==> config.mk <==
export PLATFORM = sky130hd
export DESIGN_NAME = fir_mac_seq_flat
export DESIGN_NICKNAME = d
export VERILOG_FILES = /design/src/rtl/fir_mac_seq_if.sv /design/src/rtl/fir_mac_seq.sv /design/src/flat_wrapper.sv
export SDC_FILE = /design/constraint.sdc
export NUM_CORES = 2
export LEC_CHECK = 0
export CAP_MARGIN = 20
export CELL_PAD_IN_SITES_DETAIL_PLACEMENT = 0
export CELL_PAD_IN_SITES_GLOBAL_PLACEMENT = 1
export CORE_MARGIN = 4
export CORE_UTILIZATION = 51
export DETAILED_ROUTE_END_ITERATION = 12
export PLACE_DENSITY_LB_ADDON = 0.1
export SLEW_MARGIN = 10
export SYNTH_ARGS = -nofsm -noshare
export SYNTH_HDL_FRONTEND = slang
export SYNTH_SLANG_ARGS = --single-unit
==> constraint.sdc <==
create_clock -name clk -period 4.2 [get_ports clk]
set_input_delay 1.26 -clock clk [delete_from_list [all_inputs] [get_ports clk]]
set_output_delay 1.26 -clock clk [all_outputs]
set_load 0.01 [all_outputs]
==> src/rtl/fir_mac_seq_if.sv <==
// -----------------------------------------------------------------------------
// fir_mac_seq_if
// Handshake bundle for fir_mac_seq.
//   Input side : x, coe (operands), in_valid / in_ready (beat handshake),
//                clear (synchronous frame abort)
//   Output side: y (completed sum), ovf (overflow flag of that frame),
//                y_valid / y_ready (result handshake)
// Modports:
//   master - the producer/consumer around the filter (drives operands,
//            clear and y_ready)
//   slave  - the filter itself
// DATA_W and ACC_W must match the parameters of the attached fir_mac_seq.
// -----------------------------------------------------------------------------
interface fir_mac_seq_if #(
   parameter int DATA_W = 32,
   parameter int ACC_W  = 32
);
   logic [DATA_W-1:0] x;
   logic [DATA_W-1:0] coe;
   logic              in_valid;
   logic              in_ready;
   logic              clear;
   logic [ACC_W-1:0]  y;
   logic              y_valid;
   logic              y_ready;
   logic              ovf;

   modport master (
      output x, coe, in_valid, clear, y_ready,
      input  in_ready, y, y_valid, ovf
   );

   modport slave (
      input  x, coe, in_valid, clear, y_ready,
      output in_ready, y, y_valid, ovf
   );
endinterface

==> src/rtl/fir_mac_seq.sv <==
// -----------------------------------------------------------------------------
// fir_mac_seq
// Sequential FIR multiply-accumulate. Each accepted beat adds x*coe (full
// 2*DATA_W precision, signed or unsigned) into an ACC_W accumulator; after
// NUM_TAPS accepted beats the sum is presented on y with a frame-local
// overflow flag.
// Ports:
//   clk     - clock, all state changes on the rising edge
//   reset   - asynchronous, active-low reset
//   io_bus  - fir_mac_seq_if.slave: x, coe, in_valid, in_ready, clear,
//             y, y_valid, y_ready, ovf
//
// Handshakes: a transfer happens on a rising edge where valid and ready are
// both 1. in_valid/x/coe form one channel (beat accepted when
// in_valid & in_ready); y_valid/y/ovf form the other (result consumed when
// y_valid & y_ready). y and ovf are held stable while y_valid=1 and
// y_ready=0. in_ready only drops for the frame-completing beat while an
// unconsumed result is still waiting on y, and it never depends on in_valid.
// -----------------------------------------------------------------------------
module fir_mac_seq #(
   parameter int DATA_W    = 32,
   parameter int NUM_TAPS  = 11,
   parameter int ACC_W     = 32,
   parameter bit SIGNED_EN = 1'b0,
   parameter bit SAT_EN    = 1'b0
) (
   input logic           clk,
   input logic           reset,
   fir_mac_seq_if.slave  io_bus
);

   localparam int CNT_W  = (NUM_TAPS > 1) ? $clog2(NUM_TAPS) : 1;
   localparam int PROD_W = 2 * DATA_W;
   // Two guard bits above the wider of product/accumulator make the exact
   // sum of an in-range accumulator and any product representable.
   localparam int EXT_W  = ((ACC_W > PROD_W) ? ACC_W : PROD_W) + 2;

   localparam logic [CNT_W-1:0]        LAST_TAP = CNT_W'(NUM_TAPS - 1);
   localparam logic signed [EXT_W-1:0] ONE_EXT  = 1;
   // Representable range of the accumulator in the selected number system.
   localparam logic signed [EXT_W-1:0] LIM_HI   = (SIGNED_EN != 1'b0) ?
                                                  (ONE_EXT <<< (ACC_W - 1)) - ONE_EXT :
                                                  (ONE_EXT <<< ACC_W) - ONE_EXT;
   localparam logic signed [EXT_W-1:0] LIM_LO   = (SIGNED_EN != 1'b0) ?
                                                  -(ONE_EXT <<< (ACC_W - 1)) :
                                                  '0;

   logic [ACC_W-1:0]        r_acc;
   logic [CNT_W-1:0]        r_tap;
   logic                    r_sticky;
   logic [ACC_W-1:0]        r_y;
   logic                    r_y_valid;
   logic                    r_ovf;

   logic                    w_last;
   logic                    w_in_ready;
   logic                    w_take;
   logic [PROD_W-1:0]       w_x_ext;
   logic [PROD_W-1:0]       w_coe_ext;
   logic [PROD_W-1:0]       w_prod_raw;
   logic signed [EXT_W-1:0] w_prod;
   logic signed [EXT_W-1:0] w_acc_ext;
   logic signed [EXT_W-1:0] w_sum;
   logic                    w_beat_ovf;
   logic [ACC_W-1:0]        w_acc_next;

   assign w_last     = (r_tap == LAST_TAP);
   // Only the frame-completing beat can stall: it needs the output slot.
   assign w_in_ready = !(w_last && r_y_valid && !io_bus.y_ready);
   // clear discards any beat offered in the same cycle.
   assign w_take     = io_bus.in_valid && w_in_ready && !io_bus.clear;

   // Operands are extended to PROD_W before multiplying, so the low PROD_W
   // bits of the product are the exact signed/unsigned product.
   generate
      if (SIGNED_EN != 1'b0) begin : g_signed
         assign w_x_ext   = {{DATA_W{io_bus.x[DATA_W-1]}}, io_bus.x};
         assign w_coe_ext = {{DATA_W{io_bus.coe[DATA_W-1]}}, io_bus.coe};
         assign w_prod    = {{(EXT_W-PROD_W){w_prod_raw[PROD_W-1]}}, w_prod_raw};
         assign w_acc_ext = {{(EXT_W-ACC_W){r_acc[ACC_W-1]}}, r_acc};
      end else begin : g_unsigned
         assign w_x_ext   = {{DATA_W{1'b0}}, io_bus.x};
         assign w_coe_ext = {{DATA_W{1'b0}}, io_bus.coe};
         assign w_prod    = {{(EXT_W-PROD_W){1'b0}}, w_prod_raw};
         assign w_acc_ext = {{(EXT_W-ACC_W){1'b0}}, r_acc};
      end
   endgenerate

   assign w_prod_raw = w_x_ext * w_coe_ext;
   assign w_sum      = w_acc_ext + w_prod;
   assign w_beat_ovf = (w_prod > LIM_HI) || (w_prod < LIM_LO) ||
                       (w_sum  > LIM_HI) || (w_sum  < LIM_LO);

   always_comb begin
      w_acc_next = w_sum[ACC_W-1:0];
      if (SAT_EN != 1'b0) begin
         if (w_sum > LIM_HI) begin
            w_acc_next = LIM_HI[ACC_W-1:0];
         end else if (w_sum < LIM_LO) begin
            w_acc_next = LIM_LO[ACC_W-1:0];
         end
      end
   end

   // Frame state: accumulator, tap counter, sticky overflow.
   always_ff @(posedge clk or negedge reset) begin
      if (!reset) begin
         r_acc    <= '0;
         r_tap    <= '0;
         r_sticky <= 1'b0;
      end else if (io_bus.clear) begin
         r_acc    <= '0;
         r_tap    <= '0;
         r_sticky <= 1'b0;
      end else if (w_take) begin
         if (w_last) begin
            r_acc    <= '0;
            r_tap    <= '0;
            r_sticky <= 1'b0;
         end else begin
            r_acc    <= w_acc_next;
            r_tap    <= r_tap + CNT_W'(1);
            r_sticky <= r_sticky | w_beat_ovf;
         end
      end
   end

   // Output slot. A completing frame reloads y/ovf even when the previous
   // result is consumed on the same edge, so y_valid stays high then.
   always_ff @(posedge clk or negedge reset) begin
      if (!reset) begin
         r_y       <= '0;
         r_y_valid <= 1'b0;
         r_ovf     <= 1'b0;
      end else if (w_take && w_last) begin
         r_y       <= w_acc_next;
         r_y_valid <= 1'b1;
         r_ovf     <= r_sticky | w_beat_ovf;
      end else if (io_bus.y_ready) begin
         r_y_valid <= 1'b0;
      end
   end

   assign io_bus.in_ready = w_in_ready;
   assign io_bus.y        = r_y;
   assign io_bus.y_valid  = r_y_valid;
   assign io_bus.ovf      = r_ovf;

endmodule

==> src/flat_wrapper.sv <==
// flat-port wrapper written by rule: the top's interface ports become plain ports
module fir_mac_seq_flat 
#(
   parameter int DATA_W    = 32,
   parameter int NUM_TAPS  = 11,
   parameter int ACC_W     = 32,
   parameter bit SIGNED_EN = 1'b0,
   parameter bit SAT_EN    = 1'b0
)
  (clk, reset, io_bus_x, io_bus_coe, io_bus_in_valid, io_bus_clear, io_bus_y_ready, io_bus_in_ready, io_bus_y, io_bus_y_valid, io_bus_ovf);
  fir_mac_seq_if #(.DATA_W(DATA_W), .ACC_W(ACC_W)) io_bus_i ();
  input logic clk;
  input logic reset;
  input wire logic [$bits(io_bus_i.x)-1:0] io_bus_x;
  input wire logic [$bits(io_bus_i.coe)-1:0] io_bus_coe;
  input wire logic [$bits(io_bus_i.in_valid)-1:0] io_bus_in_valid;
  input wire logic [$bits(io_bus_i.clear)-1:0] io_bus_clear;
  input wire logic [$bits(io_bus_i.y_ready)-1:0] io_bus_y_ready;
  output wire logic [$bits(io_bus_i.in_ready)-1:0] io_bus_in_ready;
  output wire logic [$bits(io_bus_i.y)-1:0] io_bus_y;
  output wire logic [$bits(io_bus_i.y_valid)-1:0] io_bus_y_valid;
  output wire logic [$bits(io_bus_i.ovf)-1:0] io_bus_ovf;
  assign io_bus_i.x = io_bus_x;
  assign io_bus_i.coe = io_bus_coe;
  assign io_bus_i.in_valid = io_bus_in_valid;
  assign io_bus_i.clear = io_bus_clear;
  assign io_bus_i.y_ready = io_bus_y_ready;
  assign io_bus_in_ready = io_bus_i.in_ready;
  assign io_bus_y = io_bus_i.y;
  assign io_bus_y_valid = io_bus_i.y_valid;
  assign io_bus_ovf = io_bus_i.ovf;
  fir_mac_seq #(.DATA_W(DATA_W), .NUM_TAPS(NUM_TAPS), .ACC_W(ACC_W), .SIGNED_EN(SIGNED_EN), .SAT_EN(SAT_EN)) u_core (.clk(clk), .reset(reset), .io_bus(io_bus_i));
endmodule
==> metrics <==
run status finished, violations left; failing checks setup timing; IO Port Bufs roughly 100; GRT met3 Usage 0.0512; commonest non-fill, non-tap cells in the layout 848 x fa_1, 837 x inv_1, 709 x nand2_1, 584 x buf_4, 431 x and2_1; fin crit share 2.34; CP endpoint kind register; initial antenna violation count 3; Routed WL per cell 18.9 µm; Total GRT Usage 0.288; Hold WC Path Type register to register; crit-path max cell delay ~0.6 ns; footprint of the multi-input gates between 30000 and 40000 µm²; Worst Path Required approximately 4.4 ns; Skew-Pair Late Insertion Delay ~0.34 ns; commonest non-fill, non-tap cell in the layout fa_1; Die X about 280 µm; crit path kind input pin to register; Worst-Margin Slew about 0.94 ns; cell count after synthesis ~4300; I/O pin total approximately 100; DR iter-0 viols 1637; Sink Count about 70; core area 73500 µm²; post-synthesis sequential area ratio 0.0467; Reg clk slew, reported paths about 0.060 ns; Filler cells between 6000 and 7000; clock skew roughly 0.0055 ns; max cap viols 0; final core occ 0.657; dpl ws -6.45 ns; GR Util met1 0.413; Final WS setup -5.64 ns; Chip Height ~280 µm; crit-path most repeated cell fa_1; GP Congestion roughly 0.93; Post-synth EDFFs 0; layout cells sized above 1 0.236; vias per cell 5.27; ys async rst share 1.00; Max transition margin 0.374; Warnings, synthesis 0; GRT Max-Usage Layer met2; DP Wirelength just over 90 mm; final hold vios 0; vias in the first global route 33700; total grt overflow 0; Yosys cell types 85; RSZ-0062 raised after global routing yes; antenna-violating nets left 0; first-pass GRT wire length ~180 mm; final layout net count 6158; slowest stage cell, crit path fa_1; Final Max Slew Viols 0; Synth Register Bits 71; top_reg_cell synth dfrtp_1; critical-path maximum fanout 5; Register-to-Register Path Depth 16; crit path DAT ~10 ns; Max Fclk 0.102 GHz; register cell area after layout approximately 1800 µm²; DRC 0; initial core utilization 0.518; largest net degree at the start of global routing 72; total CTS buffers 9; syn_area_per_cell just under 9 µm²; Detailed Routing Iterations Pass 1 5; Synth Cell Area approximately 38000 µm²; clock tree buffer depth 2; Vias slightly above 30000; WHS Path Cells 2; M2 GR Usage 0.469; final setup vio count 60; CTS root buffer clkbuf_16; CP Launch Type input pin; CTS tree built; final wirelength between 100 and 150 mm; net count of the mapped netlist about 5600; Layout area overhead 26.8%; Die Outline Area 79100 µm²; H-tree depth 3; min cycle time layout slightly below 10 ns; row cnt 99
[final timing paths]
check                                               start                                 to  slack [ns]
max                                         io_bus_coe[4]      u_core.io_bus.ovf$_DFFE_PN0P_       -5.64
min                        u_core.io_bus.y[0]$_DFFE_PN0P_     u_core.io_bus.y[0]$_DFFE_PN0P_        0.48
max reg2reg                   u_core.r_acc[0]$_DFFE_PN0P_      u_core.io_bus.ovf$_DFFE_PN0P_        0.07
min reg2reg                u_core.io_bus.y[0]$_DFFE_PN0P_     u_core.io_bus.y[0]$_DFFE_PN0P_        0.48
max in group asynchronous                           reset       u_core.r_acc[23]$_DFFE_PN0P_        2.53
min in group asynchronous                           reset  u_core.io_bus.y_valid$_DFFE_PN0P_        1.06
[cell families after synthesis]
logic type	count (synthesis)	synth area share
xor+xnor	67	0.0154
fa+ha+maj	1194	0.569
compound gates	392	0.0686
mux	11	0.00306
simple gates	1440	0.184
buf+inv	1115	0.113
flops	71	0.0467
[cell usage after synthesis (5+ instances only)]
cell type	number	area share
a211o_1	5	0.0012
a211oi_1	18	0.0035
a21boi_0	14	0.0028
a21o_1	27	0.0053
a21oi_1	104	0.014
a22o_1	27	0.0062
a31oi_1	10	0.0016
and2_1	475	0.078
and3_1	11	0.0018
buf_6	6	0.0018
clkbuf_1	218	0.021
dfrtp_1	71	0.047
fa_1	897	0.47
ha_1	297	0.098
inv_1	878	0.087
mux2_2	5	0.0015
mux2i_1	6	0.0016
nand2_1	724	0.071
nand2b_1	7	0.0012
nand3_1	32	0.0042
nand4_1	27	0.0044
nor2_1	76	0.0075
nor2b_1	7	0.0012
nor3_1	26	0.0034
nor4_1	8	0.0013
o2111ai_1	6	0.0014
o211ai_1	14	0.0028
o21a_1	18	0.0035
o21ai_0	80	0.011
o21bai_1	13	0.0026
o31ai_1	9	0.0018
or2_2	8	0.0013
or3_1	8	0.0013
or4_1	5	0.00099
xnor2_1	40	0.0092
xor2_1	27	0.0062
[worst max-delay path: cells and delay by family]
kind                     cells  cell delay, ns
adder cells (fa/ha/maj)     10            4.61
AO/OA/AOI/OAI                9            1.33
AND/OR/NAND/NOR              8            1.95
XOR/XNOR                     1            0.20
buffers and inverters        8            0.69
[flip-flops by register name, indices dropped and copies added, names as in the netlist]
| signal | count |
|---|---|
| u_core.r_tap | 4 |
| u_core.io_bus.y_valid | 1 |
| u_core.io_bus.y | 32 |
| u_core.r_acc | 32 |
| u_core.r_sticky | 1 |
| u_core.io_bus.ovf | 1 |
[routing by layer]
metal  wire (µm)  up-vias
met2       52300      760
met3        7000      110
met5          23        -
li1            -    14100
met4        2280        4
met1       49000    15900
[through the flow]
stage / TNS [ns] / instance area (µm²) / hold WS [ns] / instances
6_report: -214.86 / 48300 / 0.477 / 5861
5_1_grt: -227.72 / 48300 / 0.489 / 5860
4_1_cts: -217.36 / 47000 / 0.477 / 5826
3_5_place_dp: -268.55 / 44700 / 0.462 / 5738
3_3_place_gp: -266.49 / 44700 / 0.459 / 5738
2_1_floorplan: -192.60 / 38700 / 0.450 / 4290
[layout make-up]
| class | instances | area share |
|---|---|---|
| Multi-Input combinational cell | 3104 | 0.709 |
| Timing Repair Buffer | 831 | 0.155 |
| Inverter | 878 | 0.0683 |
| Sequential cell | 71 | 0.0368 |
| Tap cell | 959 | 0.0249 |
| Clock buffer | 13 | 0.00518 |
| Clock inverter | 3 | 0.000881 |
| Antenna cell | 2 | 0.000104 |
[timing repair]
action,CTS,global route
setup endpoints to repair,60,60
cloned,9,3
buffers inserted,72,43
gates resized for setup,428,249
pin swaps,179,144
hold buffers,0,0
Power is left out: the tool's default activity adds up to more than one toggle a clock period on the data nets, which glitch-free logic cannot reach.
